[src/rtl/axis_buffered_reduce_if.sv]
// rtl/axis_buffered_reduce_if.sv - AXI-Stream style handshake bundle with master/slave views
interface axis_buffered_reduce_if #(
  parameter int DATA_WIDTH = 32
);
  logic [DATA_WIDTH-1:0] tdata;
  logic                  tvalid;
  logic                  tready;
  logic                  tlast;

  modport master (output tdata, output tvalid, output tlast, input tready);
  modport slave  (input tdata, input tvalid, input tlast, output tready);
endinterface

[src/rtl/axis_buffered_reduce.sv]
// rtl/axis_buffered_reduce.sv - packet buffer emitting sum/max reduction plus status, or reversed echo
module axis_buffered_reduce #(
  parameter int DATA_WIDTH = 32,
  parameter int DEPTH      = 16
) (
  input  logic                    aclk,
  input  logic                    aresetn,
  input  logic [1:0]              mode,
  axis_buffered_reduce_if.slave   s_axis,
  axis_buffered_reduce_if.master  m_axis
);
  localparam int AW = $clog2(DEPTH);
  localparam int CW = AW + 1;

  typedef enum logic [1:0] {RECV, SEND_RED, SEND_ECHO} state_t;

  state_t                state, state_nx;
  logic [CW-1:0]         count, count_nx, count_inc;
  logic [DATA_WIDTH-1:0] acc, acc_nx;
  logic [DATA_WIDTH-1:0] tdata_r, tdata_nx, status;
  logic [DATA_WIDTH:0]   sum;
  logic [1:0]            mode_r, mode_nx, eff_mode;
  logic [AW-1:0]         rd_idx, rd_idx_nx;
  logic                  ovf, ovf_nx, trunc, trunc_nx;
  logic                  tvalid_r, tvalid_nx, tlast_r, tlast_nx;
  logic                  s_ready_r, s_ready_nx;
  logic                  s_fire, m_fire, closing;
  logic [DATA_WIDTH-1:0] mem [DEPTH];

  assign s_axis.tready = s_ready_r;
  assign m_axis.tvalid = tvalid_r;
  assign m_axis.tdata  = tdata_r;
  assign m_axis.tlast  = tlast_r;

  assign s_fire = s_ready_r && s_axis.tvalid;
  assign m_fire = tvalid_r && m_axis.tready;

  always_comb begin
    status                 = '0;
    status[DATA_WIDTH-1]   = ovf;
    status[DATA_WIDTH-2]   = trunc;
    status[CW-1:0]         = count;
  end

  always_ff @(posedge aclk) begin
    if (s_fire) mem[count[AW-1:0]] <= s_axis.tdata;
  end

  always_comb begin
    state_nx  = state;
    count_nx  = count;
    acc_nx    = acc;
    ovf_nx    = ovf;
    trunc_nx  = trunc;
    mode_nx   = mode_r;
    rd_idx_nx = rd_idx;
    tvalid_nx = tvalid_r;
    tdata_nx  = tdata_r;
    tlast_nx  = tlast_r;
    eff_mode  = (count == '0) ? mode : mode_r;
    sum       = {1'b0, acc} + {1'b0, s_axis.tdata};
    count_inc = count + 1'b1;
    closing   = s_axis.tlast || (count_inc == CW'(DEPTH));

    case (state)
      RECV: begin
        if (s_fire) begin
          count_nx = count_inc;
          mode_nx  = eff_mode;
          if (eff_mode == 2'd1) begin
            acc_nx = (count == '0 || s_axis.tdata > acc) ? s_axis.tdata : acc;
          end else begin
            acc_nx = sum[DATA_WIDTH-1:0];
            if (eff_mode != 2'd2) ovf_nx = ovf | sum[DATA_WIDTH];
          end
          if (closing) begin
            trunc_nx  = !s_axis.tlast;
            tvalid_nx = 1'b1;
            if (eff_mode == 2'd2) begin
              // The newest word is still being written, so present it straight from the input.
              state_nx  = SEND_ECHO;
              tdata_nx  = s_axis.tdata;
              tlast_nx  = (count == '0);
              rd_idx_nx = count[AW-1:0];
            end else begin
              state_nx = SEND_RED;
              tdata_nx = acc_nx;
              tlast_nx = 1'b0;
            end
          end
        end
      end
      SEND_RED: begin
        if (m_fire && !tlast_r) begin
          tdata_nx = status;
          tlast_nx = 1'b1;
        end
      end
      SEND_ECHO: begin
        if (m_fire && !tlast_r) begin
          rd_idx_nx = rd_idx - 1'b1;
          tdata_nx  = mem[rd_idx_nx];
          tlast_nx  = (rd_idx_nx == '0);
        end
      end
      default: state_nx = RECV;
    endcase

    if (state != RECV && m_fire && tlast_r) begin
      state_nx  = RECV;
      count_nx  = '0;
      acc_nx    = '0;
      ovf_nx    = 1'b0;
      trunc_nx  = 1'b0;
      tvalid_nx = 1'b0;
      tdata_nx  = '0;
      tlast_nx  = 1'b0;
    end

    // Registered ready also gives the one-edge delay after reset release.
    s_ready_nx = (state_nx == RECV);
  end

  always_ff @(posedge aclk or negedge aresetn) begin
    if (!aresetn) begin
      state     <= RECV;
      count     <= '0;
      acc       <= '0;
      ovf       <= 1'b0;
      trunc     <= 1'b0;
      mode_r    <= 2'd0;
      rd_idx    <= '0;
      tvalid_r  <= 1'b0;
      tdata_r   <= '0;
      tlast_r   <= 1'b0;
      s_ready_r <= 1'b0;
    end else begin
      state     <= state_nx;
      count     <= count_nx;
      acc       <= acc_nx;
      ovf       <= ovf_nx;
      trunc     <= trunc_nx;
      mode_r    <= mode_nx;
      rd_idx    <= rd_idx_nx;
      tvalid_r  <= tvalid_nx;
      tdata_r   <= tdata_nx;
      tlast_r   <= tlast_nx;
      s_ready_r <= s_ready_nx;
    end
  end
endmodule

[src/flat_wrapper.sv]
// flat-port wrapper written by rule: the top's interface ports become plain ports
module axis_buffered_reduce_flat 
#(
  parameter int DATA_WIDTH = 32,
  parameter int DEPTH      = 16
)
  (aclk, aresetn, mode, s_axis_tdata, s_axis_tvalid, s_axis_tlast, s_axis_tready, m_axis_tdata, m_axis_tvalid, m_axis_tlast, m_axis_tready);
  axis_buffered_reduce_if #(.DATA_WIDTH(DATA_WIDTH)) s_axis_i ();
  axis_buffered_reduce_if #(.DATA_WIDTH(DATA_WIDTH)) m_axis_i ();
  input  logic aclk;
  input  logic aresetn;
  input  logic [1:0] mode;
  input wire logic [$bits(s_axis_i.tdata)-1:0] s_axis_tdata;
  input wire logic [$bits(s_axis_i.tvalid)-1:0] s_axis_tvalid;
  input wire logic [$bits(s_axis_i.tlast)-1:0] s_axis_tlast;
  output wire logic [$bits(s_axis_i.tready)-1:0] s_axis_tready;
  output wire logic [$bits(m_axis_i.tdata)-1:0] m_axis_tdata;
  output wire logic [$bits(m_axis_i.tvalid)-1:0] m_axis_tvalid;
  output wire logic [$bits(m_axis_i.tlast)-1:0] m_axis_tlast;
  input wire logic [$bits(m_axis_i.tready)-1:0] m_axis_tready;
  assign s_axis_i.tdata = s_axis_tdata;
  assign s_axis_i.tvalid = s_axis_tvalid;
  assign s_axis_i.tlast = s_axis_tlast;
  assign s_axis_tready = s_axis_i.tready;
  assign m_axis_tdata = m_axis_i.tdata;
  assign m_axis_tvalid = m_axis_i.tvalid;
  assign m_axis_tlast = m_axis_i.tlast;
  assign m_axis_i.tready = m_axis_tready;
  axis_buffered_reduce #(.DATA_WIDTH(DATA_WIDTH), .DEPTH(DEPTH)) u_core (.aclk(aclk), .aresetn(aresetn), .mode(mode), .s_axis(s_axis_i), .m_axis(m_axis_i));
endmodule
[config.mk]
export PLATFORM = sky130hd
export DESIGN_NAME = axis_buffered_reduce_flat
export DESIGN_NICKNAME = d
export VERILOG_FILES = /design/src/rtl/axis_buffered_reduce_if.sv /design/src/rtl/axis_buffered_reduce.sv /design/src/flat_wrapper.sv
export SDC_FILE = /design/constraint.sdc
export NUM_CORES = 1
export LEC_CHECK = 0
export ABC_CLOCK_PERIOD_IN_PS = 9700
export BUFFER_PORTS_ARGS = -buffer_cell sky130_fd_sc_hd__buf_2
export CORE_ASPECT_RATIO = 0.8
export CORE_MARGIN = 4
export CORE_UTILIZATION = 44
export CTS_CLUSTER_SIZE = 40
export DETAILED_ROUTE_END_ITERATION = 7
export GPL_TIMING_DRIVEN = 1
export PLACE_DENSITY = 0.63
export SYNTH_ARGS = -nofsm -noshare
export SYNTH_HDL_FRONTEND = slang
export SYNTH_SLANG_ARGS = --single-unit
[constraint.sdc]
create_clock -name aclk -period 9.7 [get_ports aclk]
set_clock_uncertainty 0.2 [all_clocks]
set_input_delay 0.97 -clock aclk [delete_from_list [all_inputs] [get_ports aclk]]
set_output_delay 0.97 -clock aclk [all_outputs]
set_load 0.005 [all_outputs]
==> reports/qor.txt <==
Initial antenna violation count: 4
Die Area: 64850 um2
1st-pass router iterations: 5
Final max-slew violation count: 0
Sequential share of power: 33.6%
Reg2reg end: u_core.m_axis.tdata[1]
Fmax: 0.2078 GHz
Avg Inst Size Synth: 14.97 um2
Avg Vias per Cell: 6.101
Post-synthesis cell count: 1787
Drt drc: 0
Max Buffers Root-to-Sink: 3
WL/cell: 27.21 um
Tcrit/Tclk final: 49.61%
Hold_buf cts: 0
Ports: 74
Hold Crit Class: in2async
Ratio of cells with drive above 1 in the final layout: 19.00%
Share of the synthesized area in the top cell type: 57.46%
RSZ-0062 raised after global routing: false
Vias in the first global route: 16400
Final HPWL from detailed placement: 45.23 mm
Synth area leader: edfxtp_1
Arr. time, crit path: 5.11 ns
Int Power: 5.962 mW
Psw: 3.910 mW
Dominant synthesized flop cell: edfxtp_1
IR drop worst, VDD: 363.1 uV
GPL Wtd Cong: 0.9491
CP Max Fanout: 25
Syn nets: 1901
Post-CTS resize count: 0
Tmin final: 4.812 ns
First-pass GRT wire length: 109.1 mm
Global-route usage over all layers: 22.49%
Setup-failing EPs final: 0
Max_slew headroom: 24.86%
Hold Fails Final Rpt: 0
Synth Register Bits: 594
Max cap viols: 0
Count leader, synth: edfxtp_1
LEAKAGE: 10.52 nW
Clock Latency Late Sink: 0.61 ns
Num rows: 80
Seq/Total Area, Yosys: 65.13%
Initial core utilization: 44.63%
Fin Setup TNS: 0 ns
Worst-margin pin slew: 1.123 ns
Crit path required time: 10.00 ns
Dominant cells by area after synthesis: edfxtp_1, mux4_2, dfrtp_1
Number of flops mapped to enable cells by yosys: 512
Sink Count: 594
Clock Power Share: 21.1%
Gr ovfl total: 0
H-Tree Depth: 2
Antenna viol nets, final: 0
Postcts setup bufs: 0
Critical path class: in2reg
TritonCTS clock tree: done
Final net count: 1978
Crit path capture type: flip-flop
Mapped cell area: 26760 um2
Clock transition at the registers of the reported paths: 0.07 ns
Area grow syn2layout: 11.84%
Routed WL: 73.23 mm
Via count: 16420
CTS buffer count: 56
Logic pwr share: 45.3%
Chip Width: 283.7 um
Crit Reg-Reg Startpoint: u_core.acc[15]
Cell Pwr Density: 329.9 nW/um2
Largest net degree at the start of global routing: 64
Synthesis Warnings: 0
Startpoint types: input port
Core Region: 59960 um2
Switching share of power: 39.61%
DR iter-0 viols: 1825
I/O Buffers: 73
Reg2Reg Setup Slack: 5.04 ns
Synth unique cells: 69
Synth cell count leaders: edfxtp_1, nand2_1, mux4_2
Clock root cell: clkbuf_16
R2R depth: 12
Status: completed
Synth async-reset ratio: 13.80%
Final design utilization: 49.91%
Chip height: 228.6 um
layout by cell type, fill, tap and decap left out, types with 9 or more instances in the layout:
master	netlist	routed
clkinv_2	0	11
ha_1	74	73
nand3_1	19	19
nor2_1	100	86
a21oi_1	121	120
a32oi_1	10	10
nor2b_1	9	9
buf_4	2	44
mux4_2	128	128
buf_2	23	72
a211oi_1	14	14
nor4_1	9	9
nor3_1	23	19
o21ai_0	84	81
a31oi_1	9	9
clkbuf_1	61	16
clkinv_1	0	12
nor2_4	0	12
mux2i_1	48	48
nand2b_1	11	11
a22o_1	18	17
xnor2_1	24	22
inv_1	62	62
nand2_1	161	161
o22ai_1	14	14
and2_1	10	10
a221o_1	10	10
nand4_1	9	9
clkbuf_16	0	56
o31ai_1	20	20
edfxtp_1	512	512
dfrtp_1	82	81
power by group through the flow:
stage          logic (mW)  clock network (mW)  registers (mW)
3_3_place_gp         4.40                   0            3.34
4_1_cts              4.45                2.13            3.31
2_1_floorplan        3.13                   0            3.25
6_report             4.47                2.09            3.31
3_5_place_dp         4.44                   0            3.36
5_1_grt              4.85                2.25            3.34
cell families after synthesis:
family                     Yosys count  synth area share [%]
muxes                              178                 12.65
DFF                                594                 65.13
adders and majority gates           75                 3.535
buffers and inverters              160                 2.380
xor gates and xnor gates            29                0.9493
and+or+nand+nor                    378                 6.313
AOI/OAI and AO/OA                  373                 9.039
critical path, cell delays in order:
cell	delay [ns]
buf_2	0.21
ha_1	0.51
nand4_1	0.20
nor4_1	0.69
o21ai_0	0.21
nand3_1	0.13
a22o_2	0.52
buf_4	0.45
or2_1	0.51
o21ai_0	0.16
a221o_1	0.33
a22o_1	0.21
final cells by class:
type | count | area [um2]
fillers | 5053 | 30030
well taps | 779 | 974.7
clock inverters | 30 | 210.2
clock buffers | 75 | 1503
diodes | 1 | 2.502
flip-flops and latches | 594 | 17430
repair buffers | 116 | 690.7
multi-input cells | 1033 | 8879
inverters | 63 | 236.5
sequential cells by signal (all words and copies together), names as in the netlist:
register / count
u_core.s_axis.tready: 1
u_core.trunc: 1
u_core.m_axis.tdata: 32
u_core.m_axis.tlast: 1
u_core.acc: 32
u_core.count: 5
u_core.mode_r: 2
u_core.ovf: 1
u_core.m_axis.tvalid: 1
u_core.state: 2
u_core.mem: 512
u_core.rd_idx: 4
metal layers:
layer	track usage, %	share of wire, %	vias up
li1	-	-	7120
met1	34.78	46	8519
met2	32.20	43	661
met3	5.085	8.6	113
met4	5.969	2.6	4
met5	0	0.027	-
per-stage QoR:
stage          hold WS, ns  power (mW)  cells  area [um2]  worst slack, ns
6_report           0.05075       9.873   2691       29930            4.888
5_1_grt            0.04833       10.45   2690       29920            4.721
4_1_cts            0.03340       9.893   2690       29920            5.120
3_5_place_dp        0.2962       7.793   2585       28210            4.474
3_3_place_gp        0.2868       7.748   2585       28210            4.651
2_1_floorplan       0.2628       6.380   1787       26760            5.509
worst max-delay path by stage:
stage                                 from                     end  slack, ns  cells after the start
after floorplan              s_axis_tvalid        u_core.mem[0][0]       5.51                      3
after global placement    s_axis_tdata[15]  u_core.m_axis.tdata[3]       4.65                     12
after detailed placement  s_axis_tdata[15]  u_core.m_axis.tdata[1]       4.47                     12
after CTS                 s_axis_tdata[15]  u_core.m_axis.tdata[1]       5.12                     12
after global routing      s_axis_tdata[15]  u_core.m_axis.tdata[1]       4.72                     12
final                     s_axis_tdata[15]  u_core.m_axis.tdata[1]       4.89                     12
(Power assumes the default switching activity.)
